File: config.mk
export PLATFORM = sky130hd
export DESIGN_NAME = note_scheduler
export DESIGN_NICKNAME = d
export VERILOG_FILES = /design/src/rtl/render_pkg.sv /design/src/rtl/note_slot_alloc.sv /design/src/rtl/note_scheduler.sv
export SDC_FILE = /design/constraint.sdc
export NUM_CORES = 1
export LEC_CHECK = 0
export BUFFER_PORTS_ARGS = -buffer_cell sky130_fd_sc_hd__clkbuf_2
export CAP_MARGIN = 20
export CORE_MARGIN = 1
export CORE_UTILIZATION = 31
export CTS_CLUSTER_DIAMETER = 60
export DETAILED_ROUTE_END_ITERATION = 10
export GPL_TIMING_DRIVEN = 0
export SLEW_MARGIN = 10
export SYNTH_ARGS = -nofsm -noshare
export SYNTH_HDL_FRONTEND = slang
export SYNTH_HIERARCHICAL = 1
export SYNTH_SLANG_ARGS = --single-unit
File: constraint.sdc
create_clock -name Clk -period 13.5 [get_ports Clk]
set_clock_uncertainty 0.1 [all_clocks]
set_input_delay 2.7 -clock Clk [delete_from_list [all_inputs] [get_ports Clk]]
set_output_delay 2.7 -clock Clk [all_outputs]
set_load 0.02 [all_outputs]
File: src/rtl/render_pkg.sv
// Shared types and screen constants for the note rendering path.
package render_pkg;

  localparam int H_VISIBLE  = 640;
  localparam int Y_BASE     = 120;
  localparam int PITCH_STEP = 8;

  typedef struct packed {
    logic       valid;
    logic [9:0] x;
    logic [3:0] pitch;
  } note_slot_t;

  typedef enum logic [1:0] {
    ST_IDLE,
    ST_UPDATE,
    ST_DONE
  } sched_state_t;

  // Top scanline of a note sprite for a given staff position.
  function automatic logic [10:0] note_top(input logic [3:0] pitch);
    return 11'(Y_BASE) + 11'(pitch) * 11'(PITCH_STEP);
  endfunction

endpackage

File: src/rtl/note_slot_alloc.sv
// Lowest-index-first free-slot finder over the note table valid bits.
module note_slot_alloc #(
  parameter int NUM_SLOTS = 8
) (
  input  logic [NUM_SLOTS-1:0]         valid,
  output logic                         free_found,
  output logic [$clog2(NUM_SLOTS)-1:0] free_idx
);

  always_comb begin
    free_found = 1'b0;
    free_idx   = '0;
    // Scan from the top so the lowest free index wins.
    for (int i = NUM_SLOTS - 1; i >= 0; i--) begin
      if (!valid[i]) begin
        free_found = 1'b1;
        free_idx   = ($clog2(NUM_SLOTS))'(i);
      end
    end
  end

endmodule

File: src/rtl/note_scheduler.sv
// Slot table of scrolling notes: spawns, per-frame scroll/retire pass and
// per-pixel hit lookup for the colour stage.
module note_scheduler
  import render_pkg::*;
#(
  parameter int NUM_SLOTS   = 8,
  parameter int NOTE_W      = 8,
  parameter int NOTE_H      = 6,
  parameter int SPAWN_X     = 632,
  parameter int SCROLL_STEP = 1
) (
  input  logic                         Clk,
  input  logic                         Reset,
  input  logic                         vs,
  input  logic                         scroll_en,
  input  logic                         spawn_valid,
  input  logic [3:0]                   spawn_pitch,
  output logic                         spawn_ready,
  input  logic [9:0]                   DrawX,
  input  logic [9:0]                   DrawY,
  output logic                         note_hit,
  output logic [3:0]                   note_pitch,
  output logic [$clog2(NUM_SLOTS):0]   active_count,
  output logic                         frame_tick
);

  // state     | meaning
  // ST_IDLE   | waiting for vs falling edge, spawns allowed
  // ST_UPDATE | scroll/retire slot idx, one slot per cycle
  // ST_DONE   | pass finished, frame_tick high

  localparam int IDX_W = $clog2(NUM_SLOTS);
  localparam int CNT_W = IDX_W + 1;

  note_slot_t           slots [NUM_SLOTS];
  sched_state_t         state;
  logic [IDX_W-1:0]     idx;
  logic                 vs_d;
  logic                 frame_start;
  logic [NUM_SLOTS-1:0] valid_vec;
  logic                 free_found;
  logic [IDX_W-1:0]     free_idx;
  logic                 hit_c;
  logic [3:0]           pitch_c;
  logic [CNT_W-1:0]     count_c;

  assign frame_start = vs_d & ~vs;
  assign spawn_ready = (state == ST_IDLE) && free_found;

  always_comb begin
    valid_vec = '0;
    count_c   = '0;
    for (int i = 0; i < NUM_SLOTS; i++) begin
      valid_vec[i] = slots[i].valid;
      count_c      = count_c + CNT_W'(slots[i].valid);
    end
  end

  note_slot_alloc #(.NUM_SLOTS(NUM_SLOTS)) u_alloc (
    .valid      (valid_vec),
    .free_found (free_found),
    .free_idx   (free_idx)
  );

  // 11-bit compares keep x+NOTE_W and y+NOTE_H from wrapping.
  function automatic logic slot_hit(input note_slot_t s, input logic [9:0] px,
                                    input logic [9:0] py);
    logic [10:0] x0;
    logic [10:0] y0;
    x0 = {1'b0, s.x};
    y0 = note_top(s.pitch);
    return s.valid && ({1'b0, px} < 11'(H_VISIBLE)) &&
           ({1'b0, px} >= x0) && ({1'b0, px} < x0 + 11'(NOTE_W)) &&
           ({1'b0, py} >= y0) && ({1'b0, py} < y0 + 11'(NOTE_H));
  endfunction

  always_comb begin
    hit_c   = 1'b0;
    pitch_c = '0;
    for (int i = NUM_SLOTS - 1; i >= 0; i--) begin
      if (slot_hit(slots[i], DrawX, DrawY)) begin
        hit_c   = 1'b1;
        pitch_c = slots[i].pitch;
      end
    end
  end

  always_ff @(posedge Clk or posedge Reset) begin
    if (Reset) begin
      state      <= ST_IDLE;
      idx        <= '0;
      vs_d       <= 1'b1;
      frame_tick <= 1'b0;
      for (int i = 0; i < NUM_SLOTS; i++) slots[i] <= '0;
    end else begin
      vs_d       <= vs;
      frame_tick <= 1'b0;
      case (state)
        ST_IDLE: begin
          if (spawn_valid && spawn_ready)
            slots[free_idx] <= '{valid: 1'b1, x: 10'(SPAWN_X), pitch: spawn_pitch};
          if (frame_start) begin
            state <= ST_UPDATE;
            idx   <= '0;
          end
        end
        ST_UPDATE: begin
          if (slots[idx].valid && scroll_en) begin
            if (slots[idx].x < 10'(SCROLL_STEP))
              slots[idx].valid <= 1'b0;
            else
              slots[idx].x <= slots[idx].x - 10'(SCROLL_STEP);
          end
          if (idx == IDX_W'(NUM_SLOTS - 1)) begin
            state      <= ST_DONE;
            frame_tick <= 1'b1;
          end
          idx <= idx + IDX_W'(1);
        end
        ST_DONE:  state <= ST_IDLE;
        default:  state <= ST_IDLE;
      endcase
    end
  end

  always_ff @(posedge Clk or posedge Reset) begin
    if (Reset) begin
      note_hit     <= 1'b0;
      note_pitch   <= '0;
      active_count <= '0;
    end else begin
      note_hit     <= hit_c;
      note_pitch   <= pitch_c;
      active_count <= count_c;
    end
  end

endmodule

==> results.cfg, run 1 <==
[run_status]
outcome = finished, final reports clean

[logic_synthesis]
yosysUniqueCellTypes = 80
syn_avg_cell_area_um2 = 9.30
ys_seq_area_share_pct = 28.0
ys.flop_type = dfrtp_1
yosys_warnings = 6
netlist_instances = 1305
ys_ff_latch = 136
syn_area_um2 = 12100
async_flop_share_pct = 100
synth_edf_count = 0
syn_nets = 1544

[sta]
setup_viol = 0
finalSetupTns_ns = 0
period_share_pct = 44.9
timing.fmax_mhz = 165
worstMarginPinSlew_ns = 1.19
fin_ws_ns = 7.44
layout_min_cycle_time_ns = 6.06
hold_violations = 0
slew_violations = 0
relSlewSlack_pct = 20.0
rsz0062_at_grt = no

[min_path]
hold_depth = 1
hp-start = state[1]$_DFFE_PP0P_
hold_path_end = state[0]$_DFFE_PP0P_
worstHoldPathType = reg -> reg

[setup_path]
worstSetupPathType = in -> reg
cp-start-kind = primary input
crit_chain = clkbuf_2 > o21ai_0 > nand2_1 > or4b_2 > a311oi_1 > nand3_1 > o2111a_1 > o41ai_1
r2r-end = note_pitch[3]$_DFF_PP0_
cp-end-kind = flop
cp_max_fo = 17
reg2reg_slack_ns = 9.35
cp.required_ns = 13.70
cp.arrival_ns = 6.26
max_stage_delay_ns = 0.85
cp_slowest_cell = a311oi_1
reg2reg_depth = 11
r2r_start = slots[45]$_DFFE_PP0P_

[cells_and_area]
final_nets = 1607
final_util_pct = 35.3
final_layout_size_suffix_gt1_share_pct = 11.7
area_delta_synth_final_pct = 12.3
antenna_cells = 0

[clocking]
cts_sinks = 136
cts_resized = 0
clock_path_buffers = 2
cts_tree = built
clock_latency_ns = 0.44
cts_hold_buf = 0
cts-htree-levels = 4
clkTransAtPathRegs_ns = 0.06
cts_root_buffer = clkbuf_16
numCtsBuffers = 17
cts_setup_buffers = 0

[power]
combPwrFrac_pct = 60.6
leakage_uw = 0.00619
p_sw_uw = 1620
internal_power_uw = 1620
p_per_area_nw_per_um2 = 238
irDropWorstVdd_mv = 0.138
clock_power_share_pct = 14.4
p_sw_share_pct = 50.1
p_seq_share_pct = 25.0

[floorplan]
core_area_um2 = 38600
ios = 40
fp-row-count = 72
initial_utilization_pct = 31.4
die_height_um = 200
die_width_um = 200
dieArea_um2 = 40000

[global_route]
grt_max_degree = 87
overflow = 0
grt_pass1_vias = 10400
grt_pass1_wl_um = 60900
grt_usage_pct = 20.6
antenna_found_initial = 1

[run]
cap_violations = 0

[placed_design]
pre_cts_ws_ns = 7.11
io_buffers = 39
routabilityCongestion = 0.984
dpl.hpwl_um = 30200

[detailed_routing]
drtAntennaViolNets = 0
vias_per_cell = 5.57
drt_wl_total_um = 39800
routedWlPerCell_um = 20.9
first_pass_iters = 6
drt_iter0_drc = 1078
drc = 0
vias = 10600
[metal layers]
layer / GRT usage [%] / share of wire, % / routed length, um
met5: 0 / 0 / 0
met4: 5.71 / 2.1 / 825
met3: 3.04 / 6.2 / 2490
met2: 32.8 / 46 / 18100
met1: 28.7 / 46 / 18300
[kinds of logic after synthesis]
logic type	share of synthesized area, %
buf+inv	5.74
fa+ha+maj	21.9
xor+xnor	4.69
compound gates	16.5
mux	7.12
flops	28.0
simple gates	16.0
[registers in the layout, summed over array words and instances, names as in the netlist]
signal / flops
note_pitch: 4
state: 2
active_count: 4
frame_tick: 1
idx: 3
slots: 120
note_hit: 1
vs_d: 1
[power groups by stage]
stage / sequential (uW) / clock [uW] / combinational (uW)
floorplan: 718 / 0 / 1360
global placement: 805 / 0 / 1860
detailed placement: 808 / 0 / 1940
CTS: 801 / 470 / 1950
global route: 831 / 490 / 2180
finish: 810 / 468 / 1970
[cell usage in the layout (no fill, tap or decap), drive strengths merged, types with 15 or more instances in the layout]
cell type / n
nor3: 36
ha: 206
inv: 141
a211oi: 20
nand2: 118
dfrtp: 135
a22oi: 25
buf: 27
clkbuf: 69
nor2: 45
o21ai: 75
xnor2: 62
nand4b: 17
nand3: 54
nor2b: 15
mux2: 37
a21oi: 35
mux2i: 20
[worst max path at each step]
stage                        start                         to  slack, ns  cells after the start
after floorplan              Reset  active_count[0]$_DFF_PP0_       7.06                      1
after global placement       Reset      slots[22]$_DFFE_PP0P_       5.45                      2
after detailed placement  DrawX[7]    note_pitch[3]$_DFF_PP0_       7.11                      8
after CTS                 DrawX[7]    note_pitch[3]$_DFF_PP0_       7.49                      8
after global routing      DrawX[7]    note_pitch[3]$_DFF_PP0_       7.27                      8
final                     DrawX[8]    note_pitch[3]$_DFF_PP0_       7.44                      8
[layout make-up]
class / count / area, um^2
inverters: 135 / 512
fillers: 3944 / 25000
repair buffers: 44 / 250
well taps: 518 / 648
multi-input cells: 1000 / 8060
clock inverters: 14 / 139
clock buffers: 18 / 439
plain buffers: 34 / 190
flip-flops and latches: 136 / 3400
[worst max-delay path: cells and delay by family]
family	cells	cell delay, ns
and+or+nand+nor	3	1.39
AOI/OAI and AO/OA	4	1.74
buffers and inverters	1	0.41
[cell usage after synthesis (20+ instances only)]
| library cell | count | area [um^2] |
|---|---|---|
| nand2_1 | 118 | 443 |
| o21ai_0 | 70 | 350 |
| mux2_2 | 35 | 394 |
| ha_1 | 206 | 2580 |
| inv_1 | 134 | 503 |
| a211oi_1 | 20 | 150 |
| a22oi_1 | 25 | 188 |
| a21oi_1 | 35 | 175 |
| nor3_1 | 34 | 170 |
| xnor2_1 | 62 | 543 |
| mux2i_1 | 20 | 200 |
| nand3_1 | 54 | 270 |
| dfrtp_1 | 135 | 3380 |
| nor2_1 | 44 | 165 |
[through the flow]
step | hold WS, ns | instances | area [um^2] | power, uW
6_report | 0.395 | 1899 | 13600 | 3240
5_1_grt | 0.428 | 1899 | 13600 | 3500
4_1_cts | 0.400 | 1898 | 13600 | 3220
3_5_place_dp | 0.386 | 1866 | 13100 | 2750
3_3_place_gp | 0.378 | 1862 | 13000 | 2660
2_1_floorplan | 0.343 | 1305 | 12100 | 2080
Note: power is estimated with default switching activity, not from simulation.
==> inputs of run 2 (changes only) <==
- ABC_AREA: default -> 1
- clock period: 13.5 -> 6.05 ns (I/O delays scaled with it)
==> run 2 against run 1 <==
  * Non-clock buffer count fell by 22
  * Cell count rose by 17%
  * Sequential share of layout area fell by 0.20 points
  * Register-to-register slack got worse by 6.9 ns
  * Synthesized cell count rose by 25%
  * Clock power rose by 120%
  * Via count rose by 8.9%
  * Critical path type unchanged
  * Largest cell class unchanged
==> results.cfg, run 2 <==
[run_status]
outcome = finished, final reports clean

[setup_path]
cp_max_fo = 16
worstSetupPathType = in -> reg
cp.arrival_ns = 4.08
cp.required_ns = 6.27
cp-start-kind = primary input
cp-end-kind = flop

[floorplan]
fp-row-count = 72
core_area_um2 = 38800
initial_utilization_pct = 31.6
dieArea_um2 = 40400
die_width_um = 201
die_height_um = 201
ios = 40

[placed_design]
placed_cells = 2199
routabilityCongestion = 0.960
io_buffers = 39
dpl.hpwl_um = 30500

[clocking]
cts_root_buffer = clkbuf_16
numCtsBuffers = 17
clock_path_buffers = 2
cts_setup_buffers = 0
cts-htree-levels = 4
cts_sinks = 136
cts_tree = built
cts_resized = 0
clkTransAtPathRegs_ns = 0.06
clock_latency_ns = 0.44
cts_hold_buf = 0

[logic_synthesis]
synth.most_common_cell = nand2_1
netlist_instances = 1636
synth_top_cell_by_area = dfrtp_1
synth_edf_count = 0
netlist_top_cells_count = nand2_1 (376), inv_1 (220), ha_1 (206)
yosys_warnings = 6
ys.flop_type = dfrtp_1
ys_ff_latch = 136
syn_nets = 1875
ys_seq_area_share_pct = 27.8
async_flop_share_pct = 100
yosysUniqueCellTypes = 52
syn_area_um2 = 12300
synth.area.top_cells = dfrtp_1 (28%), ha_1 (21%), nand2_1 (12%), inv_1 (6.7%), nand3_1 (4.8%)
syn_avg_cell_area_um2 = 7.50
synth_top_area_share_pct = 27.5

[detailed_routing]
routedWlPerCell_um = 17.7
drt_wl_total_um = 39400
vias_per_cell = 5.16
drtAntennaViolNets = 0
vias = 11500
first_pass_iters = 5
drc = 0
drt_iter0_drc = 861

[sta]
period_share_pct = 63.9
slew_violations = 0
hold_violations = 0
fin_hold_ws_ns = 0.408
worstMarginPinSlew_ns = 1.03
layout_min_cycle_time_ns = 3.86
setup_viol = 0
rsz0062_at_grt = no
relSlewSlack_pct = 30.8
finalSetupTns_ns = 0
timing.fmax_mhz = 259

[cells_and_area]
mostFrequentLayoutCells = nand2_1 (376), inv_1 (219), ha_1 (206), dfrtp_1 (135), nand3_1 (117)
largest_register_ffs = 120
final_common_cell = nand2_1
regMostFlops = slots
final_layout_size_suffix_gt1_share_pct = 8.00
top_regs = slots x120, active_count x4, note_pitch x4
final_nets = 1939
layout.cells.non_filler = 2231
antenna_cells = 0
area_delta_synth_final_pct = 12.1

[global_route]
overflow = 0
grt_max_degree = 80
grt_pass1_vias = 11100
antenna_found_initial = 0
grt_pass1_wl_um = 62100
grt_usage_pct = 19.8

[min_path]
worstHoldPathType = reg -> reg

[run]
cap_violations = 0

[power]
leakage_uw = 0.00699
p_per_area_nw_per_um2 = 475
irDropWorstVdd_mv = 0.333
[run 2: cell count changes after synthesis, moves of 42 or more]
cell	delta
nand3_1	+63
nor2_1	+71
o22ai_1	+48
a21oi_1	+42
inv_1	+86
nand2_1	+258
[run 2: cells by family (layout without fill, tap and decap cells)]
group                    Yosys count  in the layout  share of synthesized area [%]
flip-flops                       136            136                           27.8
adder cells (fa/ha/maj)          210            210                           21.7
AO/OA/AOI/OAI                    258            258                           12.6
buffers and inverters            254            331                           7.85
XOR/XNOR                          65             65                           4.76
AND/OR/NAND/NOR                  713            713                           25.4
[run 2: worst max-delay path: stages]
cell and delay [ns]:
clkbuf_2 0.49, ha_1 0.37, a21oi_1 0.14, o21ai_0 0.08, o21bai_1 0.17, nand2_1 0.07
a21boi_0 0.07, o21ai_0 0.44, nand3_1 0.36, or2_2 0.37, nand3_1 0.10, nand2_1 0.09
nand2_1 0.07, nand2_1 0.05
[run 2: per-stage QoR]
stage / utilization [%] / total power (uW) / area, um^2 / setup WS (ns)
detailed placement: 34.0 / 5470 / 13200 / 1.73
global placement: 33.8 / 5240 / 13100 / -0.662
global route: 35.4 / 7090 / 13700 / 1.95
floorplan: - / 4050 / 12300 / 1.10
finish: 35.4 / 6530 / 13700 / 2.19
CTS: 35.4 / 6510 / 13700 / 2.18
[run 2: report_power, final]
group	total (uW)	internal, uW	switching, uW
sequential	1600	1230	368
combinational	3920	1330	2590
clock	1010	541	472
[run 2: worst paths after layout]
kind	start	end	slack, ns	depth (start not counted)
max in group asynchronous	Reset	idx[2]$_DFFE_PP0P_	4.26	3
min in group asynchronous	Reset	active_count[3]$_DFF_PP0_	0.80	2
worst max-delay path	DrawX[6]	note_pitch[3]$_DFF_PP0_	2.19	14
worst max register to register	slots[67]$_DFFE_PP0P_	note_pitch[3]$_DFF_PP0_	2.44	16
worst min-delay path	slots[76]$_DFFE_PP0P_	slots[76]$_DFFE_PP0P_	0.41	2
worst min register to register	slots[76]$_DFFE_PP0P_	slots[76]$_DFFE_PP0P_	0.41	2
[run 2: area by class of cell]
| class | count | area, um^2 |
|---|---|---|
| tap | 518 | 648 |
| timing repair buffer | 45 | 275 |
| fill | 4020 | 25100 |
| inverter | 243 | 917 |
| buffer | 11 | 50.0 |
| multi-input combinational | 1246 | 7900 |
| sequential | 136 | 3400 |
| clock buffer | 17 | 425 |
| clock inverter | 15 | 131 |
[run 2: routing by layer]
metal / GRT usage, % / vias up / share of wire [%]
met5: 0 / - / 0
met4: 9.51 / 0 / 4.5
met3: 2.84 / 96 / 5.0
met2: 32.6 / 329 / 46
met1: 25.5 / 5432 / 44
li1: - / 5666 / -
==> inputs of run 3 (changes only) <==
- clock period: 6.05 -> 3.24 ns (I/O delays scaled with it)
==> run 3 against run 2 <==
  * First-iteration DRC count is 2.2% higher
  * Clock power grew 100%
  * Hold slack lost 0.27 ns
  * Critical path depth down 3
  * Combinational power up 92%
  * Largest power group unchanged
  * Largest cell class unchanged
  * Wire length up 0.41%
  * Sequential power up 88%
==> results.cfg, run 3 (same netlist as run 2, synthesis figures left out) <==
[run_status]
outcome = finished, final reports clean

[setup_path]
reg2reg_slack_ns = 0.13
worstSetupEndpoint = slots[111]$_DFFE_PP0P_
r2r_start = idx[2]$_DFFE_PP0P_
reg2reg_depth = 11
cp-start-kind = flop
cp_max_fo = 10
r2r-end = slots[111]$_DFFE_PP0P_
cp-end-kind = flop
worstSetupPathType = reg -> reg
startpoint = idx[2]$_DFFE_PP0P_
cp.arrival_ns = 3.30
cp.required_ns = 3.43

[sta]
hold_violations = 0
relSlewSlack_pct = 46.1
slew_violations = 0
period_share_pct = 95.9
worstMarginPinSlew_ns = 0.803
timing.fmax_mhz = 322
layout_min_cycle_time_ns = 3.11
setup_viol = 0

[floorplan]
fp-row-count = 72
ios = 40
die_height_um = 201
dieArea_um2 = 40400
die_width_um = 201
initial_utilization_pct = 31.6
core_area_um2 = 38800

[cells_and_area]
regMostFlops = slots
final_common_cell = nand2_1
mostFrequentLayoutCells = nand2_1 (368), inv_1 (218), ha_1 (206), dfrtp_1 (128), nand3_1 (115)
num-fill-cells = 3933
largest_register_ffs = 120
multi_input_area_um2 = 8060
seq_area_um2 = 3410
antenna_cells = 0
design_area_um2 = 14100
top_regs = slots x120, active_count x4, note_pitch x4
final_nets = 1944
area_delta_synth_final_pct = 14.6
final_util_pct = 36.2
final_layout_size_suffix_gt1_share_pct = 10.2

[global_route]
antenna_found_initial = 0
overflow = 0
grt_pass1_vias = 11200
grt_pass1_wl_um = 62200
grt_max_degree = 37
grt_usage_pct = 19.8

[detailed_routing]
drc = 0
vias = 11600
routedWlPerCell_um = 17.7
drtAntennaViolNets = 0
first_pass_iters = 6
vias_per_cell = 5.17
drt_wl_total_um = 39600
drt_iter0_drc = 880

[power]
leakage_uw = 0.00708
irDropWorstVdd_mv = 0.632
p_per_area_nw_per_um2 = 895

[clocking]
clock_path_buffers = 2
cts_hold_buf = 0
cts-htree-levels = 4
numCtsBuffers = 17
cts_sinks = 136
cts_tree = built
cts_root_buffer = clkbuf_16
clkTransAtPathRegs_ns = 0.06
clock_latency_ns = 0.44

[placed_design]
dpl.hpwl_um = 30600
routabilityCongestion = 0.940
placed_area_um2 = 13200
io_buffers = 39

[min_path]
worstHoldPathType = in -> async

[run]
cap_violations = 0
## run 3: cell types whose count changed in the layout (fill, tap and decap cells not counted), sizes merged
| cell | previous run | this run |
|---|---|---|
| buf | 12 | 21 |
| clkbuf | 61 | 57 |
| clkinv | 2 | 5 |
| clkinvlp | 3 | 1 |
| inv | 253 | 249 |
| bufinv | 0 | 3 |
## run 3: worst min path at each step
stage,from,to,slack [ns],depth (start not counted)
2_1_floorplan,slots[46]$_DFFE_PP0P_,slots[46]$_DFFE_PP0P_,0.35,2
5_1_grt,Reset,slots[1]$_DFFE_PP0P_,0.16,3
3_5_place_dp,slots[76]$_DFFE_PP0P_,slots[76]$_DFFE_PP0P_,0.39,2
3_3_place_gp,slots[46]$_DFFE_PP0P_,slots[46]$_DFFE_PP0P_,0.37,2
4_1_cts,Reset,slots[1]$_DFFE_PP0P_,0.14,3
6_report,Reset,slots[1]$_DFFE_PP0P_,0.14,3
## run 3: per-layer routing
| layer | wire (um) | part of all wire (%) | GRT usage [%] |
|---|---|---|---|
| met1 | 17200 | 43 | 24.9 |
| met2 | 18700 | 47 | 33.5 |
| met3 | 1970 | 5.0 | 2.35 |
| met4 | 1780 | 4.5 | 9.60 |
| met5 | 0 | 0 | 0 |
## run 3: what timing repair did
| item | 4_1_cts | 5_1_grt |
|---|---|---|
| pin swaps | 1 | 2 |
| setup endpoints to repair | 74 | 89 |
| resized for setup | 16 | 32 |
| buffers inserted | 1 | 3 |
## run 3: through the flow
step | total power (uW) | worst slack [ns] | instances | setup TNS (ns) | hold WS, ns
after global placement | 9740 | -0.535 | 2193 | -27.67 | 0.371
after CTS | 12300 | 0.00853 | 2233 | 0 | 0.144
final | 12600 | 0.132 | 2236 | 0 | 0.140
after detailed placement | 10100 | -0.547 | 2200 | -7.07 | 0.387
after floorplan | 7560 | 0.406 | 1636 | 0 | 0.353
after global routing | 13600 | -0.00958 | 2236 | -0.00958 | 0.157
## run 3: area by class of cell
| type | instances | area share, % |
|---|---|---|
| flip-flops and latches | 136 | 24.3 |
| multi-input cells | 1246 | 57.4 |
| clock buffers | 17 | 3.03 |
| clock inverters | 15 | 1.35 |
| plain buffers | 11 | 0.356 |
| well taps | 518 | 4.61 |
| inverters | 243 | 6.51 |
| repair buffers | 50 | 2.50 |
## run 3: critical path: stages, from the launching register on
cell      delay [ns]
dfrtp_2         0.47
inv_2           0.16
nand3_2         0.26
o22ai_1         0.32
a221oi_2        0.07
nand2_1         0.09
buf_2           0.29
inv_1           0.08
ha_1            0.22
inv_1           0.18
xor2_2          0.54
o22ai_1         0.19
## run 3: report_power, final
part / total [uW] / internal (uW) / switching [uW]
Sequential: 3010 / 2310 / 703
Combinational: 7510 / 2530 / 4980
Clock: 2060 / 1230 / 831
Total: 12600 / 6070 / 6520
